<file path="config.mk">
export PLATFORM = sky130hd
export DESIGN_NAME = gem_cluster_lut_scheduler
export DESIGN_NICKNAME = d
export VERILOG_FILES = /design/src/rtl/gem_cluster_lut_scheduler.sv
export SDC_FILE = /design/constraint.sdc
export NUM_CORES = 1
export LEC_CHECK = 0
export BUFFER_PORTS_ARGS = -buffer_cell sky130_fd_sc_hd__buf_2
export CAP_MARGIN = 25
export CORE_MARGIN = 3
export CORE_UTILIZATION = 25
export CTS_CLUSTER_SIZE = 16
export DETAILED_ROUTE_END_ITERATION = 7
export SLEW_MARGIN = 10
export SYNTH_ARGS = -nofsm -noshare
export SYNTH_HDL_FRONTEND = slang
export SYNTH_SLANG_ARGS = --single-unit
</file>
<file path="constraint.sdc">
create_clock -name clock -period 2.25 [get_ports clock]
set_input_delay 0.1125 -clock clock [delete_from_list [all_inputs] [get_ports clock]]
set_output_delay 0.1125 -clock clock [all_outputs]
set_load 0.05 [all_outputs]
</file>
<file path="src/rtl/gem_cluster_lut_scheduler.sv">
// rtl/gem_cluster_lut_scheduler.sv - time-multiplexes one cluster-to-wire/half-strip translator over a captured cluster frame
module gem_cluster_lut_scheduler #(
  parameter int NCLUSTER    = 8,
  parameter int IDXBITS     = 3,
  parameter int LUT_LATENCY = 1,
  parameter int CNTBITS     = 8
) (
  input  logic                    clock,
  input  logic                    reset_n,
  input  logic                    frame_strobe,
  input  logic [NCLUSTER-1:0]     frame_vpf,
  input  logic [NCLUSTER*14-1:0]  frame_cluster,
  input  logic [NCLUSTER*3-1:0]   frame_roll,
  input  logic [NCLUSTER*8-1:0]   frame_pad,
  input  logic [NCLUSTER*3-1:0]   frame_size,
  output logic                    issue_vpf,
  output logic [13:0]             issue_cluster,
  output logic [2:0]              issue_roll,
  output logic [7:0]              issue_pad,
  output logic [2:0]              issue_size,
  output logic [IDXBITS-1:0]      issue_idx,
  output logic                    result_valid,
  output logic [IDXBITS-1:0]      result_idx,
  output logic                    frame_done,
  output logic [IDXBITS:0]        issue_count,
  output logic                    busy,
  output logic [CNTBITS-1:0]      drop_count
);

  typedef enum logic [1:0] {S_IDLE = 2'd0, S_ISSUE = 2'd1, S_DRAIN = 2'd2, S_DONE = 2'd3} state_e;

  state_e state_q, state_d;
  logic [1:0] drain_q, drain_d;

  logic [NCLUSTER-1:0]    pending_q, pending_d;
  logic [NCLUSTER*14-1:0] lat_cluster_q;
  logic [NCLUSTER*3-1:0]  lat_roll_q;
  logic [NCLUSTER*8-1:0]  lat_pad_q;
  logic [NCLUSTER*3-1:0]  lat_size_q;

  logic                   issue_vpf_q, issue_vpf_d;
  logic [13:0]            issue_cluster_q, issue_cluster_d;
  logic [2:0]             issue_roll_q, issue_roll_d;
  logic [7:0]             issue_pad_q, issue_pad_d;
  logic [2:0]             issue_size_q, issue_size_d;
  logic [IDXBITS-1:0]     issue_idx_q, issue_idx_d;
  logic                   frame_done_q, frame_done_d;
  logic [IDXBITS:0]       issue_count_q, issue_count_d;
  logic                   busy_q, busy_d;
  logic [CNTBITS-1:0]     drop_count_q, drop_count_d;
  logic [IDXBITS:0]       dly_q [LUT_LATENCY];

  logic                   accept, drop, do_issue;
  logic [NCLUSTER-1:0]    src_mask, sel_onehot;
  logic [NCLUSTER*14-1:0] src_cluster;
  logic [NCLUSTER*3-1:0]  src_roll;
  logic [NCLUSTER*8-1:0]  src_pad;
  logic [NCLUSTER*3-1:0]  src_size;
  logic [IDXBITS-1:0]     sel_idx;

  assign accept = frame_strobe && (state_q == S_IDLE || state_q == S_DONE);
  assign drop   = frame_strobe && (state_q == S_ISSUE || state_q == S_DRAIN);

  // On an accepted strobe the first issue is taken straight from the inputs so it lands at T+1.
  assign src_mask    = accept ? frame_vpf     : pending_q;
  assign src_cluster = accept ? frame_cluster : lat_cluster_q;
  assign src_roll    = accept ? frame_roll    : lat_roll_q;
  assign src_pad     = accept ? frame_pad     : lat_pad_q;
  assign src_size    = accept ? frame_size    : lat_size_q;
  assign do_issue    = (accept || state_q == S_ISSUE) && (|src_mask);

  always_comb begin
    sel_idx = '0;
    for (int i = NCLUSTER - 1; i >= 0; i--) begin
      if (src_mask[i]) sel_idx = IDXBITS'(i);
    end
    sel_onehot = '0;
    sel_onehot[sel_idx] = 1'b1;
  end

  always_ff @(posedge clock or negedge reset_n) begin
    if (!reset_n) begin
      state_q <= S_IDLE;
      drain_q <= '0;
    end else begin
      state_q <= state_d;
      drain_q <= drain_d;
    end
  end

  // ISSUE leaves once the mask is empty, i.e. the cycle after the last cluster went out.
  always_comb begin
    state_d = state_q;
    drain_d = drain_q;
    case (state_q)
      S_IDLE, S_DONE: begin
        if (accept) state_d = (|frame_vpf) ? S_ISSUE : S_DONE;
        else        state_d = S_IDLE;
      end
      S_ISSUE: begin
        if (pending_q == '0) begin
          state_d = S_DRAIN;
          drain_d = 2'(LUT_LATENCY - 1);
        end
      end
      S_DRAIN: begin
        if (drain_q == '0) state_d = S_DONE;
        else               drain_d = drain_q - 2'd1;
      end
      default: state_d = S_IDLE;
    endcase
  end

  always_comb begin
    pending_d       = pending_q;
    issue_vpf_d     = 1'b0;
    issue_cluster_d = '0;
    issue_roll_d    = '0;
    issue_pad_d     = '0;
    issue_size_d    = '0;
    issue_idx_d     = '0;
    issue_count_d   = accept ? '0 : issue_count_q;
    drop_count_d    = drop_count_q;
    if (accept) pending_d = '0;
    if (do_issue) begin
      pending_d       = src_mask & ~sel_onehot;
      issue_vpf_d     = 1'b1;
      issue_idx_d     = sel_idx;
      issue_cluster_d = src_cluster[14*sel_idx +: 14];
      issue_roll_d    = src_roll[3*sel_idx +: 3];
      issue_pad_d     = src_pad[8*sel_idx +: 8];
      issue_size_d    = src_size[3*sel_idx +: 3];
      issue_count_d   = issue_count_d + (IDXBITS+1)'(1);
    end
    if (drop && drop_count_q != '1) drop_count_d = drop_count_q + CNTBITS'(1);
    frame_done_d = (state_d == S_DONE);
    busy_d       = (state_d != S_IDLE);
  end

  always_ff @(posedge clock or negedge reset_n) begin
    if (!reset_n) begin
      pending_q       <= '0;
      lat_cluster_q   <= '0;
      lat_roll_q      <= '0;
      lat_pad_q       <= '0;
      lat_size_q      <= '0;
      issue_vpf_q     <= 1'b0;
      issue_cluster_q <= '0;
      issue_roll_q    <= '0;
      issue_pad_q     <= '0;
      issue_size_q    <= '0;
      issue_idx_q     <= '0;
      frame_done_q    <= 1'b0;
      issue_count_q   <= '0;
      busy_q          <= 1'b0;
      drop_count_q    <= '0;
    end else begin
      if (accept) begin
        lat_cluster_q <= frame_cluster;
        lat_roll_q    <= frame_roll;
        lat_pad_q     <= frame_pad;
        lat_size_q    <= frame_size;
      end
      pending_q       <= pending_d;
      issue_vpf_q     <= issue_vpf_d;
      issue_cluster_q <= issue_cluster_d;
      issue_roll_q    <= issue_roll_d;
      issue_pad_q     <= issue_pad_d;
      issue_size_q    <= issue_size_d;
      issue_idx_q     <= issue_idx_d;
      frame_done_q    <= frame_done_d;
      issue_count_q   <= issue_count_d;
      busy_q          <= busy_d;
      drop_count_q    <= drop_count_d;
    end
  end

  // Matches the translator latency so result_idx names the slot its outputs belong to.
  always_ff @(posedge clock or negedge reset_n) begin
    if (!reset_n) begin
      for (int i = 0; i < LUT_LATENCY; i++) dly_q[i] <= '0;
    end else begin
      dly_q[0] <= {issue_vpf_q, issue_idx_q};
      for (int i = 1; i < LUT_LATENCY; i++) dly_q[i] <= dly_q[i-1];
    end
  end

  assign issue_vpf     = issue_vpf_q;
  assign issue_cluster = issue_cluster_q;
  assign issue_roll    = issue_roll_q;
  assign issue_pad     = issue_pad_q;
  assign issue_size    = issue_size_q;
  assign issue_idx     = issue_idx_q;
  assign result_valid  = dly_q[LUT_LATENCY-1][IDXBITS];
  assign result_idx    = dly_q[LUT_LATENCY-1][IDXBITS-1:0];
  assign frame_done    = frame_done_q;
  assign issue_count   = issue_count_q;
  assign busy          = busy_q;
  assign drop_count    = drop_count_q;

endmodule

</file>
* Word level (Yosys, flattened, before mapping) *
Index checks and enable logic that the tools add are counted.

word-level totals
  register bits = 286
  output and inout bits = 50
  word-level logic and storage cells = 89

operators by class
  add/subtract/negate cells = 3
  multipliers = 2
  magnitude comparators = 2
  equality and inequality tests = 7
  shifts and indexed selects = 4
  multiplexer cells = 33
  bitwise operators = 2
  reductions and logical operators = 18

operator list
  operator               number
  $mux W112              1
  $shiftx A112 B8 Y14    1
  $mux W64               1
  $shiftx A64 B7 Y8      1
  $mux W24               2
  $shiftx A24 B6 Y3      2
  $mux W3                11
  $mux W8                4
  $reduce_or A8 Y1       2
  $mux W14               1
  $mux W2                6
  $add A8 B1 Y8 const B  1
  $and A8 B8 Y8          1
  $logic_not A8 Y1       1
  $mux W4                2
  $ne A8 B8 Y1 const B   1
  $not A8 Y8             1
  $eq A2 B2 Y1 const B   3
  $mul A3 B3 Y6 const A  1
  $pmux W2 S3            1
  $reduce_bool A2 Y1     3
  $logic_and A1 B1 Y1    5
  $mul A2 B3 Y5 const A  1
  $add A4 B1 Y4 const B  1
  other kinds (13)       17

* Longest topological paths before layout *
  depth in word-level cells = 19
  depth in mapped cells = 12
  gate-level depth less buffers = 10

* Worst setup path after synthesis *
OpenSTA, ideal clock, no wires.

  path type = register to register
  from = reg state_q[0]
  to = reg issue_count_q[1] (netlist: issue_count[1])
  library setup time = 128 ps
  arrival = 2338 ps
  required time = 2122 ps
  path slack = -216 ps
  stages on the path, launching flop included = 12
  buffers on the path = 5
  period minus slack after synthesis = 2466 ps
  cell sequence = dfrtp_1 > inv_1 > ha_1 > buf_2 > nand2_4 > buf_2 > buf_4 > buf_2 > buf_2 > and2_1 > ha_1 > mux2_1

on the way
  cells in the longest elaborated chain, start to end = 7
  elaborated cells on any way between the ends = 12
  those cells by class = add/sub (1); eq/ne (2); mux (3); reduce/logical (6)

RTL lines
  item                                                                   RTL line  text
  from (decl)                                                            32        state_e state_q, state_d;
  from (signal assigned)                                                 86        state_q <= state_d;
  parallel branches: the longest is 6 deep, another holds $add A4 B1 Y4  n/a
  $mux W4 *                                                              125       if (do_issue) begin
  net issue_count_d[1]                                                   48        logic [IDXBITS:0] issue_count_q, issue_count_d;
  to (signal assigned)                                                   172       issue_count_q <= issue_count_d;
  to (decl)                                                              48

Mark *: on every way through the listed nets, which the timed path passes.
A chain may end at the register's enable or synchronous reset.

* Worst setup path after layout *
  from = reg state_q[0]
  to = reg issue_size_q[0] (netlist: issue_size[0])

on the way
  cells in the longest elaborated chain, start to end = 15
  elaborated cells on any way between the ends = 21
  those cells by class = mul (1); eq/ne (2); shift (1); mux (11); reduce/logical (6)

RTL lines
  item                                                     RTL line  text
  $eq A2 B2 Y1 / $logic_not A2 Y1 (equally long branches)  61        assign accept = frame_strobe && (state_q == S_IDLE || state_q == S_DONE);
  $logic_or A1 B1 Y1                                       61
  $logic_and A1 B1 Y1                                      61
  $mux W8                                                  65        assign src_mask = accept ? frame_vpf : pending_q;
  $mux W3 (8 in a row)                                     75        if (src_mask[i]) sel_idx = IDXBITS'(i);
  $mul A2 B3 Y5                                            132       issue_size_d = src_size[3*sel_idx +: 3];
  $shiftx A24 B6 Y3                                        132
  $mux W3 *                                                125
  net issue_size_d[0]                                      45        logic [2:0] issue_size_q, issue_size_d;
  to (signal assigned)                                     169       issue_size_q <= issue_size_d;
  to (decl)                                                45

The timed path passes the listed nets; every way through them passes the cells marked *.

==> impl_metrics.toml <==
[cts]
cts_buffer_depth = 3
h-tree-depth = 2
clock_sinks = 286
cts-root-buf = "clkbuf_16"
clk_latency_ps = 550
cts.reportedPaths.clkPinSlew_ps = 60
numCtsBuffers = 36
cts_tree = "done"

[placement]
gp_congestion = 0.895
pre_cts_ws_ps = -554
io_buffers = 284
place_hpwl_mm = 36.2
dp.cells = 2374
place_area_um2 = 16700

[layout]
multi_input_area_um2 = 6830
drive_gt1_share_pct = 39.8
layout_commonest_cell = "nand2_1"
stdcell_count = 2746
final_cell_mix = "nand2_1 (433), dfrtp_1 (286), buf_2 (283), dlygate4sd3_1 (231), buf_4 (112)"
synthToLayoutAreaGrowth_pct = 68.8
final_util_pct = 42.7
fin_nets = 2262
final_area_um2 = 22500
fill_cells = 4875
ff_latch_area_um2 = 7160

[worst_setup_path]
crit_type = "reg -> reg"
cp.required_ps = 2670
endpoint_kind = "flop"
path_max_fanout = 5
arrival_ps = 2950
startpoint_type = "flop"

[floorplan]
die_area_um2 = 56200
core_um2 = 52800
fp.dieH_um = 237
die_x_um = 237
rows = 84
pin_count = 285
start_util_pct = 25.3

[sta]
timing.fmax_mhz = 394
fin_hold_ws_ps = 106
final.setup.tns_ps = -6360
fin_skew_ps = 20.1
fin_ws_ps = -287
worst_slew_pin_slew_ps = 579
finalHoldViolCount = 0
relSlewSlack_pct = 61.4
grt_setup_unrepaired = "yes"
slew_viol_final = 0
fin_crit_sh_pct = 113
period_needed_ps = 2540
finalSetupViolations = 40

[global_route]
antenna_found_initial = 12
grt-ovfl-total = 0
grt_pass1_vias = 13400
track_usage_pct = 18.8
grt_pass1_wl_mm = 81.6
grt_start_max_net_pins = 62

[routing]
routed_wl_mm = 55.4
first_pass_iters = 5
antenna_left = 0
drc_errors = 0
route.met2.wl_mm = 25.1
m1WireLength_mm = 25.0
wl_per_cell_um = 20.2
num_vias = 12900
dr_wl_met3_mm = 3.44
top_layer_used = "met5"
viasPerCell = 4.68
detail_route.iter0.violations = 769

[yosys]
ys_types = 64
netlist_instances = 1355
ys.flop_type = "dfrtp_1"
netlist_area_um2 = 13400
async_flop_share_pct = 100
synth_edf_count = 0
synth_seq_area_share_pct = 53.6
syn-num-nets = 1595
ys_seq_elements = 286
yosys_warnings = 0
synth.avg_cell_area_um2 = 9.86

[worst_hold_path]
hp-class = "in -> reg"

[power_and_ir_drop]
power_mw = 25.4
leakage_nw = 10.6
ir_worst_vdd_mv = 0.634
powerDensity_nw_per_um2 = 1130

[job]
max_cap_viol_count = 0

[outcome]
violations = "setup timing"
outcome = "finished with violations"
final timing paths:
path | from | to | slack [ps] | cells after the start
setup / recovery | state_q[0]$_DFF_PN0_ | issue_size[0]$_DFF_PN0_ | -290 | 14
hold / removal | frame_cluster[66] | lat_cluster_q[66]$_DFF_PN0_ | 110 | 5
setup reg to reg | state_q[0]$_DFF_PN0_ | issue_size[0]$_DFF_PN0_ | -290 | 14
hold reg to reg | issue_idx[0]$_DFF_PN0_ | dly_q[0]$_DFF_PN0_ | 390 | 0
max in group asynchronous | reset_n | drop_count[0]$_DFFE_PN0P_ | 1320 | 3
min in group asynchronous | reset_n | lat_cluster_q[27]$_DFF_PN0_ | 120 | 2
layout make-up:
| type | instances | area share, % |
|---|---|---|
| clock buffer | 50 | 4.72 |
| clock inverter | 14 | 0.549 |
| sequential | 286 | 31.7 |
| inverter | 29 | 0.505 |
| antenna | 10 | 0.111 |
| tap | 688 | 3.82 |
| multi-input combinational | 943 | 30.3 |
| timing repair buffer | 726 | 28.3 |
report_power, final:
group | switching [mW] | total (mW) | internal, mW
Sequential | 0.583 | 7.08 | 6.50
Clock | 2.38 | 5.82 | 3.44
Combinational | 7.02 | 12.5 | 5.51
synth_stat cells, types with 19 or more instances:
library cell	number	area, µm²
nor4_1	26	163
buf_2	66	330
o21a_1	33	248
dfrtp_1	286	7160
nor3_1	77	385
nand2_1	438	1640
nor2_1	34	128
a221oi_1	20	175
mux2i_1	31	310
mux2_2	75	845
o31ai_1	19	143
a21oi_1	40	200
inv_1	27	101
and2_1	23	144
layer usage:
metal | GRT usage [%] | vias up
met1 | 26.2 | 6303
li1 | - | 5977
met5 | 0 | -
met4 | 6.27 | 4
met2 | 29.0 | 440
met3 | 4.54 | 126
worst max-delay path, stage by stage (launching register included):
cell       delay, ps
dfrtp_1          390
inv_2             80
ha_4             230
buf_6            130
a211oi_4         260
buf_6            140
nor2_4            50
buf_12           130
buf_8            130
clkbuf_16        160
nor3_4           130
nor4_1            60
o31ai_1          290
buf_4            180
a211oi_2          30
timing repair:
action / 4_1_cts / 5_1_grt
pin swaps: 32 / 58
setup buffers: 26 / 33
gates resized for setup: 148 / 126
hold buffers: 231 / 0
hold endpoints to repair: 337 / 0
gates cloned: 15 / 6
setup endpoints to repair: 44 / 41
logic make-up after synthesis:
kind of cell               Yosys count  share of synthesized area, %
AOI/OAI and AO/OA                  186                          11.2
xor gates and xnor gates            10                         0.656
adders and majority gates            5                         0.468
buffers and inverters              128                          4.92
DFF                                286                          53.6
muxes                              108                          8.84
and+or+nand+nor                    632                          20.3
flip-flops by register name, summed over array words and instances, names as in the netlist, 4 cells and up:
register,flops
lat_cluster_q,112
drop_count,8
issue_pad,8
pending_q,8
issue_cluster,14
lat_pad_q,64
issue_count,4
lat_size_q,24
lat_roll_q,24
dly_q,4
(Power assumes the default switching activity.)
